===== src/rtl/philv_control_fsm_pkg.sv =====
// Shared definitions for the Philosophy-V control sequencer.
// Contents: opcode constants, state encodings, alu_op codes and ALU operand-B select codes.
package philv_control_fsm_pkg;

  localparam logic [6:0] OP_R      = 7'b0110011;
  localparam logic [6:0] OP_I      = 7'b0010011;
  localparam logic [6:0] OP_LOAD   = 7'b0000011;
  localparam logic [6:0] OP_STORE  = 7'b0100011;
  localparam logic [6:0] OP_BRANCH = 7'b1100011;

  typedef enum logic [2:0] {
    S_FETCH     = 3'd0,
    S_DECODE    = 3'd1,
    S_EXECUTE   = 3'd2,
    S_MEMORY    = 3'd3,
    S_WRITEBACK = 3'd4,
    S_HALT      = 3'd5
  } state_t;

  typedef enum logic [1:0] {
    ALU_ADD   = 2'd0,
    ALU_SUB   = 2'd1,
    ALU_FUNCT = 2'd2
  } alu_op_t;

  typedef enum logic [1:0] {
    B_RS2  = 2'd0,
    B_IMM  = 2'd1,
    B_FOUR = 2'd2
  } b_sel_t;

endpackage


===== src/rtl/philv_control_fsm_opcode_class.sv =====
// Combinational opcode classifier.
// Ports: opcode in; is_r, is_i, is_ld, is_st, is_br, illegal out (one-hot or illegal).
module philv_opcode_class
  import philv_control_fsm_pkg::*;
#(
  parameter int unsigned OPCODE_WIDTH = 7
) (
  input  logic [OPCODE_WIDTH-1:0] opcode,
  output logic                    is_r,
  output logic                    is_i,
  output logic                    is_ld,
  output logic                    is_st,
  output logic                    is_br,
  output logic                    illegal
);

  always_comb begin
    is_r    = (opcode == OPCODE_WIDTH'(OP_R));
    is_i    = (opcode == OPCODE_WIDTH'(OP_I));
    is_ld   = (opcode == OPCODE_WIDTH'(OP_LOAD));
    is_st   = (opcode == OPCODE_WIDTH'(OP_STORE));
    is_br   = (opcode == OPCODE_WIDTH'(OP_BRANCH));
    illegal = !(is_r || is_i || is_ld || is_st || is_br);
  end

endmodule


===== src/rtl/philv_control_fsm.sv =====
// Multicycle control sequencer for the Philosophy-V core.
// Steps each instruction through FETCH/DECODE/EXECUTE/MEMORY/WRITEBACK.
// Ports:
//   inputs  clk, rst, opcode, mem_ready, alu_zero
//   outputs PC/IR/memory/operand/ALU/register-file enables and selects,
//           state (debug code), illegal_instr (sticky)
module philv_control_fsm
  import philv_control_fsm_pkg::*;
#(
  parameter int unsigned OPCODE_WIDTH = 7,
  parameter int unsigned STATE_WIDTH  = 3
) (
  input  logic                    clk,
  input  logic                    rst,
  input  logic [OPCODE_WIDTH-1:0] opcode,
  input  logic                    mem_ready,
  input  logic                    alu_zero,
  output logic                    pc_ena,
  output logic                    pc_src,
  output logic                    ir_ena,
  output logic                    mem_rd,
  output logic                    mem_wr,
  output logic                    mem_addr_sel,
  output logic                    opreg_ena,
  output logic                    alu_out_ena,
  output logic [1:0]              alu_src_b_sel,
  output logic [1:0]              alu_op,
  output logic                    reg_wr_ena,
  output logic                    wb_sel,
  output logic [STATE_WIDTH-1:0]  state,
  output logic                    illegal_instr
);

  state_t state_q, state_d;
  logic   illegal_q, set_illegal;
  logic   is_r, is_i, is_ld, is_st, is_br, illegal;

  philv_opcode_class #(.OPCODE_WIDTH(OPCODE_WIDTH)) u_opcode_class (
    .opcode  (opcode),
    .is_r    (is_r),
    .is_i    (is_i),
    .is_ld   (is_ld),
    .is_st   (is_st),
    .is_br   (is_br),
    .illegal (illegal)
  );

  always_ff @(posedge clk) begin
    if (rst) begin
      state_q   <= S_FETCH;
      illegal_q <= 1'b0;
    end else begin
      state_q <= state_d;
      if (set_illegal) illegal_q <= 1'b1;
    end
  end

  // Outputs stay at their zero defaults while rst is high, so nothing strobes
  // in the reset cycle even though the state register has not yet moved.
  always_comb begin
    state_d       = state_q;
    set_illegal   = 1'b0;
    pc_ena        = 1'b0;
    pc_src        = 1'b0;
    ir_ena        = 1'b0;
    mem_rd        = 1'b0;
    mem_wr        = 1'b0;
    mem_addr_sel  = 1'b0;
    opreg_ena     = 1'b0;
    alu_out_ena   = 1'b0;
    alu_src_b_sel = B_RS2;
    alu_op        = ALU_ADD;
    reg_wr_ena    = 1'b0;
    wb_sel        = 1'b0;

    if (!rst) begin
      case (state_q)
        S_FETCH: begin
          mem_rd = 1'b1;
          if (mem_ready) begin
            ir_ena  = 1'b1;
            pc_ena  = 1'b1;
            state_d = S_DECODE;
          end
        end
        S_DECODE: begin
          opreg_ena = 1'b1;
          if (illegal) begin
            set_illegal = 1'b1;
            state_d     = S_HALT;
          end else begin
            state_d = S_EXECUTE;
          end
        end
        S_EXECUTE: begin
          alu_out_ena = !is_br;
          if (is_r) begin
            alu_op  = ALU_FUNCT;
            state_d = S_WRITEBACK;
          end else if (is_i) begin
            alu_op        = ALU_FUNCT;
            alu_src_b_sel = B_IMM;
            state_d       = S_WRITEBACK;
          end else if (is_ld || is_st) begin
            alu_src_b_sel = B_IMM;
            state_d       = S_MEMORY;
          end else if (is_br) begin
            alu_op  = ALU_SUB;
            pc_src  = 1'b1;
            pc_ena  = alu_zero;
            state_d = S_FETCH;
          end else begin
            state_d = S_FETCH;
          end
        end
        S_MEMORY: begin
          mem_addr_sel = 1'b1;
          mem_rd       = is_ld;
          mem_wr       = is_st;
          if (mem_ready || !(is_ld || is_st))
            state_d = is_ld ? S_WRITEBACK : S_FETCH;
        end
        S_WRITEBACK: begin
          reg_wr_ena = 1'b1;
          wb_sel     = is_ld;
          state_d    = S_FETCH;
        end
        S_HALT: state_d = S_HALT;
        default: state_d = S_FETCH;
      endcase
    end
  end

  assign state         = STATE_WIDTH'(state_q);
  assign illegal_instr = illegal_q;

endmodule


===== config.mk =====
export PLATFORM = sky130hd
export DESIGN_NAME = philv_control_fsm
export DESIGN_NICKNAME = d
export VERILOG_FILES = /design/src/rtl/philv_control_fsm_pkg.sv /design/src/rtl/philv_control_fsm_opcode_class.sv /design/src/rtl/philv_control_fsm.sv
export SDC_FILE = /design/constraint.sdc
export NUM_CORES = 1
export LEC_CHECK = 0
export CAP_MARGIN = 20
export CORE_UTILIZATION = 34
export DETAILED_ROUTE_END_ITERATION = 6
export PLACE_DENSITY = 0.74
export SYNTH_ARGS = -nofsm -noshare
export SYNTH_HDL_FRONTEND = slang
export SYNTH_SLANG_ARGS = --single-unit

===== constraint.sdc =====
create_clock -name clk -period 2.2 [get_ports clk]
set_clock_uncertainty 0.1 [all_clocks]
set_input_delay 0.55 -clock clk [delete_from_list [all_inputs] [get_ports clk]]
set_output_delay 0.55 -clock clk [all_outputs]
set_load 0.02 [all_outputs]

* Word-level counts from Yosys, hierarchy flattened
Cells that the tools add are included.
** Word-level totals
- Flip-flop bits (word level) :: 4
** Cells by class
- Equal/unequal tests :: 12
- Multiplexer cells :: 51
- Reductions and logical operators :: 10
** Operators by type and width (number)
- 1-bit 2-to-1 mux :: 37
- 3-bit 2-to-1 mux :: 6
- 3-bit case mux with 5 select lines :: 1
- 7-bit by 6-bit == test with 1-bit output (second input constant) :: 2
- 2-bit 2-to-1 mux :: 5
- 7-bit by 2-bit == test with 1-bit output (second input constant) :: 1
- 7-bit by 5-bit == test with 1-bit output (second input constant) :: 1
- 7-bit == test (second input constant) :: 1
- 3-bit by 2-bit == test with 1-bit output (second input constant) :: 2
- 3-bit == test (second input constant) :: 2
- 1-bit logical OR :: 6
- 2-bit inequality test (second input constant) :: 2
- 1-bit case mux with 2 select lines :: 2
- 3-bit by 1-bit == test with 1-bit output (second input constant) :: 1
- 3-bit zero test :: 1
- 1-bit zero test :: 2
- 2-bit AND reduction :: 1

* Longest topological paths before layout
- Word-level depth :: 8
- Depth in mapped cells :: 5
- Mapped depth without buffers :: 4

* Modules after synthesis
A second synthesis with hierarchy kept.
** Second synthesis, totals
- Cells, all modules :: 70
- Area total of the unflattened synthesis :: 509.2 um2
** By module, submodules not included
- philv_control_fsm :: times used 1, cells an instance 60, area an instance 407.9 um2, seq. area each 80.1 um2
- philv_opcode_class :: times used 1, cells an instance 10, area an instance 101.3 um2, seq. area each 0.0 um2

* Least setup slack after synthesis
OpenSTA, ideal clock, no wires.
- Path type :: register to output
- From :: register state_q[1] (netlist: state[1])
- To :: output port wb_sel
- Arrival time :: 1.769 ns
- Data required time :: 1.550 ns
- Path slack :: -0.219 ns
- Stages on the path, launching flop included :: 4
- Buffers on the path :: 1
- Cell sequence :: dfxtp_1 clkbuf_1 nor4b_2 nor3b_1
** Between the ends
- Longest elaborated chain between the ends :: 3
** RTL lines
- start: declaration :: line philv_control_fsm.sv:34 : state_t state_q, state_d;
- start signal: assignment :: line philv_control_fsm.sv:53 : state_q <= state_d;
- 3-bit == test :: line philv_control_fsm.sv:77 : case (state_q)
- 1-bit 2-to-1 mux :: line philv_control_fsm.sv:77
- 1-bit 2-to-1 mux :: line philv_control_fsm.sv:76 : if (!rst) begin
- end: declaration :: line philv_control_fsm.sv:29 : output logic wb_sel,
Every way passes these cells.

* Final worst setup path
- From :: input port opcode[2]
- To :: output port pc_src
** Between the ends
- Longest elaborated chain between the ends :: 7
** RTL lines
- start: declaration :: line philv_control_fsm.sv:15 : input logic [OPCODE_WIDTH-1:0] opcode,
- 7-bit == test (tied with other cells) :: line philv_control_fsm_opcode_class.sv:22 : is_br = (opcode == OPCODE_WIDTH'(OP_BRANCH));
- 1-bit 2-to-1 mux / 1-bit logical OR (equally long branches) :: line philv_control_fsm.sv:107, philv_control_fsm.sv:104
- 1-bit 2-to-1 mux :: line philv_control_fsm.sv:104 : end else if (is_ld || is_st) begin
- 1-bit 2-to-1 mux :: line philv_control_fsm.sv:100 : end else if (is_i) begin
- 1-bit 2-to-1 mux * :: line philv_control_fsm.sv:97 : if (is_r) begin
- 1-bit 2-to-1 mux * :: line philv_control_fsm.sv:77
- 1-bit 2-to-1 mux * :: line philv_control_fsm.sv:76
- end: declaration :: line philv_control_fsm.sv:19 : output logic pc_src,
Mark *: on every way between the ends. The rest lies on a longest branch, timed or not.

==> results.cfg <==
[global_routing]
antenna_found_initial = 0
grt_pass1_vias = 643
grt_max_degree = 10
grt_overflow = 0
grt_pass1_wl_mm = 2.69
grt_use_total_pct = 26.5

[cts]
cts.sinks = 4
cts_max_path_buffers = 2
cts_hold_buffers = 0
clk_latency_ns = 0.24
cts_tree = built
clk_pin_slew_ns = 0.04
htree_levels = 1
cts_root_buffer = clkbuf_4
cts_made_buffers = 3

[logic_synthesis]
syn_avg_cell_area_um2 = 6.82
syn_nets = 77
synth-edff-count = 0
synth_cell_types = 32
synth_cells = 66
synth-seq-cells = 4
synth_flop_cell = dfxtp_1
synthTopCellsByArea = dfxtp_1 18%, nor2_1 8.3%, and3_1 5.6%, nand2b_1 5.6%, buf_4 5.0%
syn_area_um2 = 450
async_reset_ff_share_pct = 0
synth_warnings = 0
synth_top_area_cell = dfxtp_1
synth_top_area_share_pct = 17.8
yosysSeqAreaShare_pct = 17.8

[finish]
final_cell_mix = 28 x buf_4, 9 x nor2_1, 7 x buf_2
final_common_cell = buf_4
layout.nets = 129
stdcell_count = 130
final_core_util_pct = 81.9
antenna_cells = 0
drive_above_1_share_pct = 53.4
area_growth_pct = 113

[worst_setup_path]
reg2reg_depth = 6
end_kind = output pin
cp_top_family = simple AND/OR/NAND/NOR gates
worstPathArrival_ns = 1.56
crit_slowest_cell = and4bb_4
cpPeakStageDelay_ns = 0.36
critical_path_required_ns = 1.55
cpMostUsedCell = buf_6
cp_num_buf_inv = 3
path_max_fanout = 5
cp_num_cells = 6
cp-start-kind = primary input
crit_chain = buf_6 > and4bb_4 > and3_4 > buf_4 > and2_4 > buf_6
critical_path_class = in2out

[sta]
min_period_ns = 2.21
hold_viol_final = 0
fin_crit_sh_pct = 101
finalSetupViolCount = 3
fmax_mhz = 452
setup_ws_ns = -0.0137
slew_viol_final = 0
rsz0062_at_grt = true

[drt]
via_per_inst = 5.40
drc = 0
detail_route.first_pass.iterations = 4
routed_wirelength_mm = 1.78
drtIter0Drc = 17
antenna_left = 0
num_vias = 702
wl_per_cell_um = 13.7

[die]
coreArea_um2 = 1170
die_area_um2 = 1470
die_h_um = 38.4
initial_core_util_pct = 38.5
core.rowCount = 12
die_x_um = 38.4
ios = 29

[power_and_ir_drop]
ir_drop_mv = 0.489
p_per_area_nw_per_um2 = 402
leakage_nw = 0.450

[run_status]
violations = negative setup slack
status = complete, but fails checks

[hold_path]
holdPathStages = 2
hp-class = reg2reg

[placed_design]
io_buffers = 27
dp.cells = 122
dp_hpwl_mm = 1.22
gp_congestion = 0.834

[flow_run]
max_cap_violations = 0
==> worst paths after layout <==
kind,startpoint,endpoint,slack [ns]
max,opcode[2],pc_src,-0.01
min,illegal_instr,illegal_instr,0.36
max reg2reg,state[0],state[0],0.51
min reg2reg,illegal_instr,illegal_instr,0.36
==> worst register-to-register path: cells and delay by family (launching register included) <==
kind                   cells  cell delay [ns]
flip-flops                 1             0.34
buffers and inverters      2             0.30
AO/OA/AOI/OAI              3             0.50
AND/OR/NAND/NOR            1             0.31
==> what timing repair did <==
| item | in CTS | in global routing |
|---|---|---|
| gates resized for setup | 91 | 9 |
| gates cloned | 0 | 0 |
| endpoints found under the setup margin | 13 | 10 |
| buffers inserted | 4 | 1 |
| hold endpoints to repair | 0 | 0 |
| pin swaps | 7 | 7 |
==> registers in the layout, summed over array words and instances (netlist names) <==
signal,cells
illegal_instr,1
state,3
==> cells in the mapped netlist, types with 2 or more instances <==
cell      number
nor3_1         3
or3_1          2
nor3b_1        3
a31oi_1        3
a21oi_1        3
inv_1          2
nand2b_1       4
nand2_1        3
and3_1         4
o21a_1         2
dfxtp_1        4
nor2_1        10
buf_4          3
nor2b_1        2
==> report_power, final <==
part / leakage (nW) / switching [W] / internal, W / total, W
Sequential: 0.0330 / 0.00000477 / 0.0000820 / 0.0000867
Clock: 0.0138 / 0.0000321 / 0.0000612 / 0.0000933
Combinational: 0.403 / 0.000105 / 0.000101 / 0.000206
Total: 0.450 / 0.000142 / 0.000244 / 0.000386
==> metrics by stage <==
step                worst slack (ns)  power, W  hold slack, ns  cell area (um2)  TNS (ns)
finish                       -0.0137  0.000386           0.364              960   -0.0294
global route                 -0.0543  0.000411           0.389              960    -0.149
CTS                          -0.0638  0.000382           0.369              931    -0.112
detailed placement            -0.867  0.000282           0.365              867     -8.65
global placement              -0.746  0.000279           0.356              867     -8.34
floorplan                    -0.0537  0.000182           0.467              460   -0.0537
==> kinds of logic (layout without fill, tap and decap cells) <==
| family | Yosys count | in the layout | share of synthesized area (%) |
|---|---|---|---|
| simple gates | 41 | 41 | 53.9 |
| compound gates | 13 | 13 | 18.9 |
| buf+inv | 7 | 57 | 8.61 |
| flops | 4 | 4 | 17.8 |
| other cells | 1 | 1 | 0.833 |
==> cell type report <==
class / count / area [um2]
flip-flops and latches: 4 / 80.1
clock buffers: 3 / 22.5
inverters: 2 / 7.51
well taps: 14 / 17.5
repair buffers: 52 / 415
fillers: 77 / 211
multi-input cells: 55 / 417
==> layer usage <==
metal  GRT usage, %  wire, um  up-vias
li1               -         -      338
met1           30.2       743      306
met2           48.3       844       54
met3           11.0       171        4
met4          0.862        20        0
met5              0         0        -
Note: power is estimated with default switching activity, not from simulation.
